`src/rtl/ps2_keyboard_fifo.sv`:
```
// PS/2 keyboard receiver with scan-code FIFO and memory-mapped status register.
//
// Receives 11-bit PS/2 frames (start, 8 data bits LSB first, odd parity, stop),
// queues good bytes in a FIFO and exposes them on a combinational read bus.
//
// Ports:
//   system_clk  - single system clock, all state updates on rising edge
//   reset       - synchronous, active-high
//   PS2_clk     - asynchronous PS/2 clock line
//   PS2_data    - asynchronous PS/2 data line
//   address     - read address
//   read        - read strobe; pops at DATA_ADDRESS, clears sticky state at STATUS_ADDRESS
//   data        - read data (head byte or status word), zero for other addresses
module ps2_keyboard_fifo #(
  parameter int unsigned ADDR_WIDTH = 14,
  parameter int unsigned DATA_WIDTH = 64,
  parameter logic [ADDR_WIDTH-1:0] DATA_ADDRESS = 14'h3fff,
  parameter logic [ADDR_WIDTH-1:0] STATUS_ADDRESS = 14'h3ffe,
  parameter int unsigned FIFO_DEPTH = 16,
  parameter int unsigned TIMEOUT_CYCLES = 100000
) (
  input  logic                  system_clk,
  input  logic                  reset,
  input  logic                  PS2_clk,
  input  logic                  PS2_data,
  input  logic [ADDR_WIDTH-1:0] address,
  input  logic                  read,
  output logic [DATA_WIDTH-1:0] data
);

  localparam int unsigned PtrW   = $clog2(FIFO_DEPTH);
  localparam int unsigned CntW   = PtrW + 1;
  localparam int unsigned TimerW = $clog2(TIMEOUT_CYCLES + 1);

  typedef enum logic [1:0] {StIdle, StData, StParity, StStop} state_e;

  // Synchronisers; the extra clock history flop turns a falling edge into a one-cycle event.
  logic ps2_clk_meta_q, ps2_clk_sync_q, ps2_clk_prev_q;
  logic ps2_data_meta_q, ps2_data_sync_q;
  logic sample;

  always_ff @(posedge system_clk) begin
    if (reset) begin
      ps2_clk_meta_q  <= 1'b1;
      ps2_clk_sync_q  <= 1'b1;
      ps2_clk_prev_q  <= 1'b1;
      ps2_data_meta_q <= 1'b1;
      ps2_data_sync_q <= 1'b1;
    end else begin
      ps2_clk_meta_q  <= PS2_clk;
      ps2_clk_sync_q  <= ps2_clk_meta_q;
      ps2_clk_prev_q  <= ps2_clk_sync_q;
      ps2_data_meta_q <= PS2_data;
      ps2_data_sync_q <= ps2_data_meta_q;
    end
  end

  assign sample = ps2_clk_prev_q & ~ps2_clk_sync_q;

  // Frame receiver
  state_e             state_q, state_d;
  logic [2:0]         bit_cnt_q, bit_cnt_d;
  logic [7:0]         shift_q, shift_d;
  logic               parity_ok_q, parity_ok_d;
  logic [TimerW-1:0]  timer_q, timer_d;
  logic               frame_done, frame_valid, timeout;

  always_comb begin
    state_d     = state_q;
    bit_cnt_d   = bit_cnt_q;
    shift_d     = shift_q;
    parity_ok_d = parity_ok_q;
    frame_done  = 1'b0;
    frame_valid = 1'b0;
    timeout     = 1'b0;

    if (sample) begin
      unique case (state_q)
        StIdle: begin
          if (!ps2_data_sync_q) begin
            state_d   = StData;
            bit_cnt_d = '0;
          end
        end
        StData: begin
          // Shift right so the first (LSB) bit ends up in bit 0 after eight samples.
          shift_d   = {ps2_data_sync_q, shift_q[7:1]};
          bit_cnt_d = bit_cnt_q + 3'd1;
          if (bit_cnt_q == 3'd7) begin
            state_d = StParity;
          end
        end
        StParity: begin
          parity_ok_d = ^{shift_q, ps2_data_sync_q};
          state_d     = StStop;
        end
        StStop: begin
          frame_done  = 1'b1;
          frame_valid = ps2_data_sync_q & parity_ok_q;
          state_d     = StIdle;
        end
        default: state_d = StIdle;
      endcase
    end else if (state_q != StIdle && timer_q == TimerW'(TIMEOUT_CYCLES)) begin
      timeout = 1'b1;
      state_d = StIdle;
    end

    if (sample || timeout || state_q == StIdle) begin
      timer_d = '0;
    end else begin
      timer_d = timer_q + TimerW'(1);
    end
  end

  always_ff @(posedge system_clk) begin
    if (reset) begin
      state_q     <= StIdle;
      bit_cnt_q   <= '0;
      shift_q     <= '0;
      parity_ok_q <= 1'b0;
      timer_q     <= '0;
    end else begin
      state_q     <= state_d;
      bit_cnt_q   <= bit_cnt_d;
      shift_q     <= shift_d;
      parity_ok_q <= parity_ok_d;
      timer_q     <= timer_d;
    end
  end

  // FIFO and sticky status
  logic [7:0]      mem_q [FIFO_DEPTH];
  logic [PtrW-1:0] wr_ptr_q, rd_ptr_q;
  logic [CntW-1:0] count_q;
  logic [7:0]      err_count_q, err_count_d;
  logic            overflow_q, overflow_d;
  logic            empty, full, pop, push, overflow_set, err_inc, status_rd;

  assign empty        = (count_q == '0);
  assign full         = (count_q == CntW'(FIFO_DEPTH));
  assign pop          = read && (address == DATA_ADDRESS) && !empty;
  // A pop in the same cycle frees a slot, so a full FIFO still accepts the byte.
  assign push         = frame_valid && (!full || pop);
  assign overflow_set = frame_valid && full && !pop;
  assign err_inc      = (frame_done && !frame_valid) || timeout;
  assign status_rd    = read && (address == STATUS_ADDRESS);

  always_comb begin
    err_count_d = err_count_q;
    overflow_d  = overflow_q;
    if (status_rd) begin
      err_count_d = '0;
      overflow_d  = 1'b0;
    end
    // A new event wins over a clear in the same cycle.
    if (err_inc) begin
      if (status_rd) begin
        err_count_d = 8'd1;
      end else if (err_count_q != 8'hff) begin
        err_count_d = err_count_q + 8'd1;
      end
    end
    if (overflow_set) begin
      overflow_d = 1'b1;
    end
  end

  always_ff @(posedge system_clk) begin
    if (reset) begin
      wr_ptr_q    <= '0;
      rd_ptr_q    <= '0;
      count_q     <= '0;
      err_count_q <= '0;
      overflow_q  <= 1'b0;
    end else begin
      if (push) begin
        wr_ptr_q <= wr_ptr_q + PtrW'(1);
      end
      if (pop) begin
        rd_ptr_q <= rd_ptr_q + PtrW'(1);
      end
      if (push && !pop) begin
        count_q <= count_q + CntW'(1);
      end else if (pop && !push) begin
        count_q <= count_q - CntW'(1);
      end
      err_count_q <= err_count_d;
      overflow_q  <= overflow_d;
    end
  end

  always_ff @(posedge system_clk) begin
    if (push) begin
      mem_q[wr_ptr_q] <= shift_q;
    end
  end

  // Read mux
  always_comb begin
    data = '0;
    if (address == DATA_ADDRESS) begin
      if (!empty) begin
        data[7:0] = mem_q[rd_ptr_q];
      end
    end else if (address == STATUS_ADDRESS) begin
      data[0]     = empty;
      data[1]     = full;
      data[2]     = overflow_q;
      data[15:8]  = 8'(count_q);
      data[23:16] = err_count_q;
    end
  end

endmodule

```
`config.mk`:
```
export PLATFORM = sky130hd
export DESIGN_NAME = ps2_keyboard_fifo
export DESIGN_NICKNAME = d
export VERILOG_FILES = /design/src/rtl/ps2_keyboard_fifo.sv
export SDC_FILE = /design/constraint.sdc
export NUM_CORES = 1
export LEC_CHECK = 0
export ABC_CLOCK_PERIOD_IN_PS = 4000
export CAP_MARGIN = 20
export CORE_UTILIZATION = 63
export DETAILED_ROUTE_END_ITERATION = 16
export DONT_BUFFER_PORTS = 1
export PLACE_DENSITY = 0.79
export SYNTH_ARGS = -nofsm -noshare
export SYNTH_HDL_FRONTEND = slang
export SYNTH_SLANG_ARGS = --single-unit
```
`constraint.sdc`:
```
create_clock -name system_clk -period 4 [get_ports system_clk]
set_input_delay 0.2 -clock system_clk [delete_from_list [all_inputs] [get_ports system_clk]]
set_output_delay 0.2 -clock system_clk [all_outputs]
set_load 0.05 [all_outputs]
```
After elaboration in Yosys (flattened, before gate mapping)
Memory sizes are Yosys's and may differ from the RTL's. A register that Yosys moved wholly into a read port is not among the register bits.
Cells that the tools add are included.
{"block": "totals", "input_bits": 19, "output_inout_bits": 64, "ff_bits": 58, "mem_bits_rw": 128, "mem_count": 1, "elab_cells": 101}
{"block": "classes", "addsub": 7, "n_mux": 31, "n_bitwise": 3, "n_eq_ne": 12, "n_reduce_logical": 32}
{"memory": "mem_q", "words": 16, "word_bits": 8, "read_ports": 1, "rd_clocked_by_memory_dff": 1, "write_ports": 1, "line": "133", "source": "logic [7:0] mem_q [FIFO_DEPTH];"}
{"op": "8-bit 2-to-1 mux", "n": 5}
{"op": "16-bit 2-to-1 mux", "n": 2}
{"op": "14-bit equality test (second input constant)", "n": 2}
{"op": "17-bit by 1-bit adder with 17-bit output (second input constant)", "n": 1}
{"op": "17-bit equality test (second input constant)", "n": 1}
{"op": "5-bit 2-to-1 mux", "n": 3}
{"op": "1-bit logical AND", "n": 10}
{"op": "1-bit 2-to-1 mux", "n": 10}
{"op": "2-bit nonzero test", "n": 5}
{"op": "3-bit 2-to-1 mux", "n": 3}
{"op": "9-bit XOR reduction", "n": 1}
{"op": "4-bit by 1-bit adder with 4-bit output (second input constant)", "n": 2}
{"op": "8-bit by 1-bit adder with 8-bit output (second input constant)", "n": 1}
{"op": "2-bit 2-to-1 mux", "n": 4}
{"op": "4-bit 2-to-1 mux", "n": 2}
{"op": "8-bit inequality test (second input constant)", "n": 1}
{"op": "2-bit one-hot mux with 4 select lines", "n": 1}
{"op": "3-bit inequality test (second input constant)", "n": 2}
{"op": "3-bit one-hot mux with 2 select lines", "n": 1}
{"op": "3-bit AND reduction", "n": 2}
{"op": "5-bit by 1-bit adder with 5-bit output (second input constant)", "n": 1}
{"op": "5-bit equality test (second input constant)", "n": 1}
{"op": "1-bit zero test", "n": 5}
{"op": "5-bit zero test", "n": 1}
{"op": "12 further kinds", "n": 18}

Depth between registers and ports, before layout
{"block": "depth", "depth_word": 9, "mapped_depth": 13, "mapped_depth_nobuf": 12}

Least setup slack after synthesis
OpenSTA, ideal clock, no wires.
{"block": "synth_path", "path_type": "reg-to-reg", "from": "reg count_q[0]", "to": "reg count_q[4]", "path_stages_with_launch": 14, "n_path_buf": 1, "synth_period_minus_slack_ns": 2.946, "t_required_ns": 3.929, "slack_ns": 1.054, "arrival_time_ns": 2.875, "path_cell_list": "dfxtp_1 -> nor4_1 -> nand2_1 -> o21ai_2 -> inv_1 -> buf_2 -> ha_1 -> inv_1 -> ha_1 -> a21o_1 -> a21oi_1 -> xnor2_1 -> or3_1 -> a21oi_1"}
{"block": "synth_between", "elab_chain_cells": 8, "word_cells_on_any_way": 16, "classes_between": "add/sub (2); eq/ne (1); mux (2); reduce/logical (11)"}
{"item": "start, declared", "line": "135", "source": "logic [CntW-1:0] count_q;"}
{"item": "start signal, assigned", "line": "184", "source": "count_q <= count_q + CntW'(1);"}
{"item": "start signal, assigned", "line": "186", "source": "count_q <= count_q - CntW'(1);"}
{"item": "parallel branches: the longest is 8 deep, another holds 5-bit by 1-bit subtractor with 5-bit output"}
Several ways; the timed one is not identified. The select of a mux whose other input is x is not followed.
A chain may end at the register's enable or synchronous reset.

Worst setup path after layout
Ends and elaborated chain as after synthesis.

==> flow_summary.json <==
{
  "ff2ff_path_depth": 12,
  "synthTopCellsByArea": "edfxtp_1 (46%), dfxtp_1 (15%), mux4_1 (5.6%), mux4_2 (5.1%), buf_4 (3.8%)",
  "critPathMaxStageDelay_ns": 0.65,
  "fin_skew_ns": 0.006804,
  "worst_pin_slew_ns": 0.9870,
  "clk_pin_slew_worst_paths_ns": 0.07,
  "finalCritPeriodShare_pct": 85.78,
  "drt_iter0_drc": 492,
  "firstDrtPassIters": 5,
  "io_buffers": 0,
  "max-cap-violations": 0,
  "drcViolationCount": 0,
  "setup_viol": 0,
  "cts_setup_buffers": 0,
  "crit_arrival_ns": 3.80,
  "wire_per_inst_um": 20.14,
  "hp-class": "primary input to register",
  "path_cells": "nor4_1 > nand2_1 > o21ai_2 > inv_1 > ha_1 > inv_1 > ha_1 > a21o_1 > a21oi_1 > xnor2_1 > or3_1 > a21oi_1",
  "min_delay_path_depth": 2,
  "fin_setup_tns_ns": 0,
  "diodes": 0,
  "synth_seq_area_share_pct": 60.22,
  "finalCriticalPeriod_ns": 3.431,
  "grtUsageTotal_pct": 24.49,
  "root_buffer": "clkbuf_16",
  "grt_max_degree": 37,
  "gp_congestion": 0.7950,
  "regArea_um2": 5086,
  "drive_above_1_share_pct": 11.76,
  "fp.dieW_um": 117.8,
  "start_util_pct": 65.84,
  "crit_fanout": 16,
  "hold_start": "reset",
  "reg2reg_slack_ns": 0.57,
  "powerDensity_nw_per_um2": 430.1,
  "ys_seq_elements": 190,
  "clk_latency_ns": 0.43,
  "area_growth_pct": 7.971,
  "hold_viol_final": 0,
  "outcome": "finished, final reports clean",
  "die-area_um2": 13870,
  "multiInputGateArea_um2": 3048,
  "vias": 4836,
  "p_leak_nw": 3.265,
  "required_ns": 4.36,
  "cp_slowest_cell": "nor4_1",
  "synth_most_common_cell": "edfxtp_1",
  "yosys_most_used_dff": "edfxtp_1",
  "fmax_mhz": 291.4,
  "routed_wl_mm": 16.13,
  "gr-total-overflow": 0,
  "syn_inst": 604,
  "grt_pass1_vias": 4699,
  "dpl-instance-area_um2": 8451,
  "final_cell_area_um2": 9117,
  "relSlewSlack_pct": 33.76,
  "viasPerCell": 6.037,
  "placementRows": 41,
  "n_fill_cell": 830,
  "ctsLongestPathBuffers": 2,
  "antenna_left": 0,
  "synth_edf_count": 128,
  "htree_levels": 4,
  "synth_area_leader_cell": "edfxtp_1",
  "peakVddDrop_uv": 389.3,
  "syn_area_um2": 8444,
  "core-area_um2": 12820,
  "hold_slack_ns": 0.03004,
  "r2r-end": "count_q[4]",
  "synthArstFlopShare_pct": 0,
  "slew_violations": 0,
  "rsz0062_at_grt": "no",
  "synth.avg_cell_area_um2": 13.98,
  "synth_warnings": 0,
  "synth_top_area_share_pct": 45.52,
  "grt_pass1_wl_mm": 25.32,
  "dpl.hpwl_mm": 10.51,
  "antenna_found_initial": 0,
  "cp-start-kind": "register",
  "crit_type": "register to register",
  "synthDistinctLibCells": 53,
  "tritoncts": "yes",
  "cts_sinks": 190,
  "die_h_um": 117.8,
  "worstHoldEndpoint": "err_count_q[1]",
  "numCtsBuffers": 17,
  "end_kind": "register",
  "nets": 654,
  "pin_count": 83,
  "synth_common_cells": "edfxtp_1 (128), dfxtp_1 (62), nor2_1 (56)",
  "r2r-start": "count_q[0]"
}
## through the flow
step           power [mW]  instances  utilization [%]  setup WS [ns]
2_1_floorplan       2.251        646                -          1.054
3_3_place_gp        2.216        764            65.89         0.8206
3_5_place_dp        2.217        764            65.89         0.6294
4_1_cts             3.935        799            70.96         0.5873
5_1_grt             4.017        801            71.09         0.3410
6_report            3.922        801            71.09         0.5688
## metal layers
layer / part of all wire, % / GRT usage [%] / vias up
li1: - / - / 2195
met1: 42 / 32.43 / 2459
met2: 51 / 40.26 / 158
met3: 5.2 / 4.990 / 24
met4: 1.7 / 8.974 / 0
met5: 0 / 0 / -
## timing repair
action,CTS,global route
hold buffers,3,1
resized for setup,0,0
endpoints found under the hold margin,41,1
## worst max-delay path by stage
stage          cells after the start    endpoint  slack, ns  startpoint
2_1_floorplan                     13  count_q[4]       1.05  count_q[0]
3_3_place_gp                      12  count_q[4]       0.82  count_q[0]
3_5_place_dp                      12  count_q[4]       0.63  count_q[0]
4_1_cts                           12  count_q[4]       0.59  count_q[0]
5_1_grt                           12  count_q[4]       0.34  count_q[0]
6_report                          12  count_q[4]       0.57  count_q[0]
## state kept, by name, indices dropped and copies added, names as in the netlist, named ones only
register	count
ps2_clk_prev_q	1
ps2_clk_meta_q	1
parity_ok_q	1
err_count_q	8
state_q	2
ps2_data_sync_q	1
rd_ptr_q	4
ps2_data_meta_q	1
overflow_q	1
bit_cnt_q	3
count_q	5
shift_q	8
ps2_clk_sync_q	1
wr_ptr_q	4
mem_q	128
timer_q	17
## worst max-delay path: cells and delay by family, from the launching register on
kind,cells,cell delay [ns]
compound gates,4,0.78
xor+xnor,1,0.10
fa+ha+maj,2,0.57
buf+inv,2,0.36
flops,1,0.37
simple gates,3,1.18
## area by class of cell
cell class / count / share of cell area (%)
clock inverters: 15 / 2.017
multi-input cells: 383 / 33.43
well taps: 172 / 2.360
flip-flops and latches: 190 / 55.78
repair buffers: 13 / 1.290
inverters: 11 / 0.4529
clock buffers: 17 / 4.666
## report_power, final
part	total [mW]	internal, mW	switching, mW
clock	1.74	0.992	0.745
sequential	2.07	2.07	0.00181
combinational	0.112	0.0100	0.102
## logic make-up after synthesis
logic type                 Yosys count  synth area share, %
DFF                                190                60.22
AOI/OAI and AO/OA                   44                3.304
other                                1              0.04441
and+or+nand+nor                    191                11.76
muxes                               55                12.83
xor gates and xnor gates            31                3.378
adders and majority gates           19                2.904
buffers and inverters               73                5.556
## layout by cell type (no fill, tap or decap), drive strengths merged, types with 17 or more instances in the layout
cell type,count
and3,23
conb,43
dfxtp,62
mux4,37
ha,18
nand3,21
nor2,56
nand2,26
clkbuf,17
edfxtp,128
a21oi,17
(Power assumes the default switching activity.)
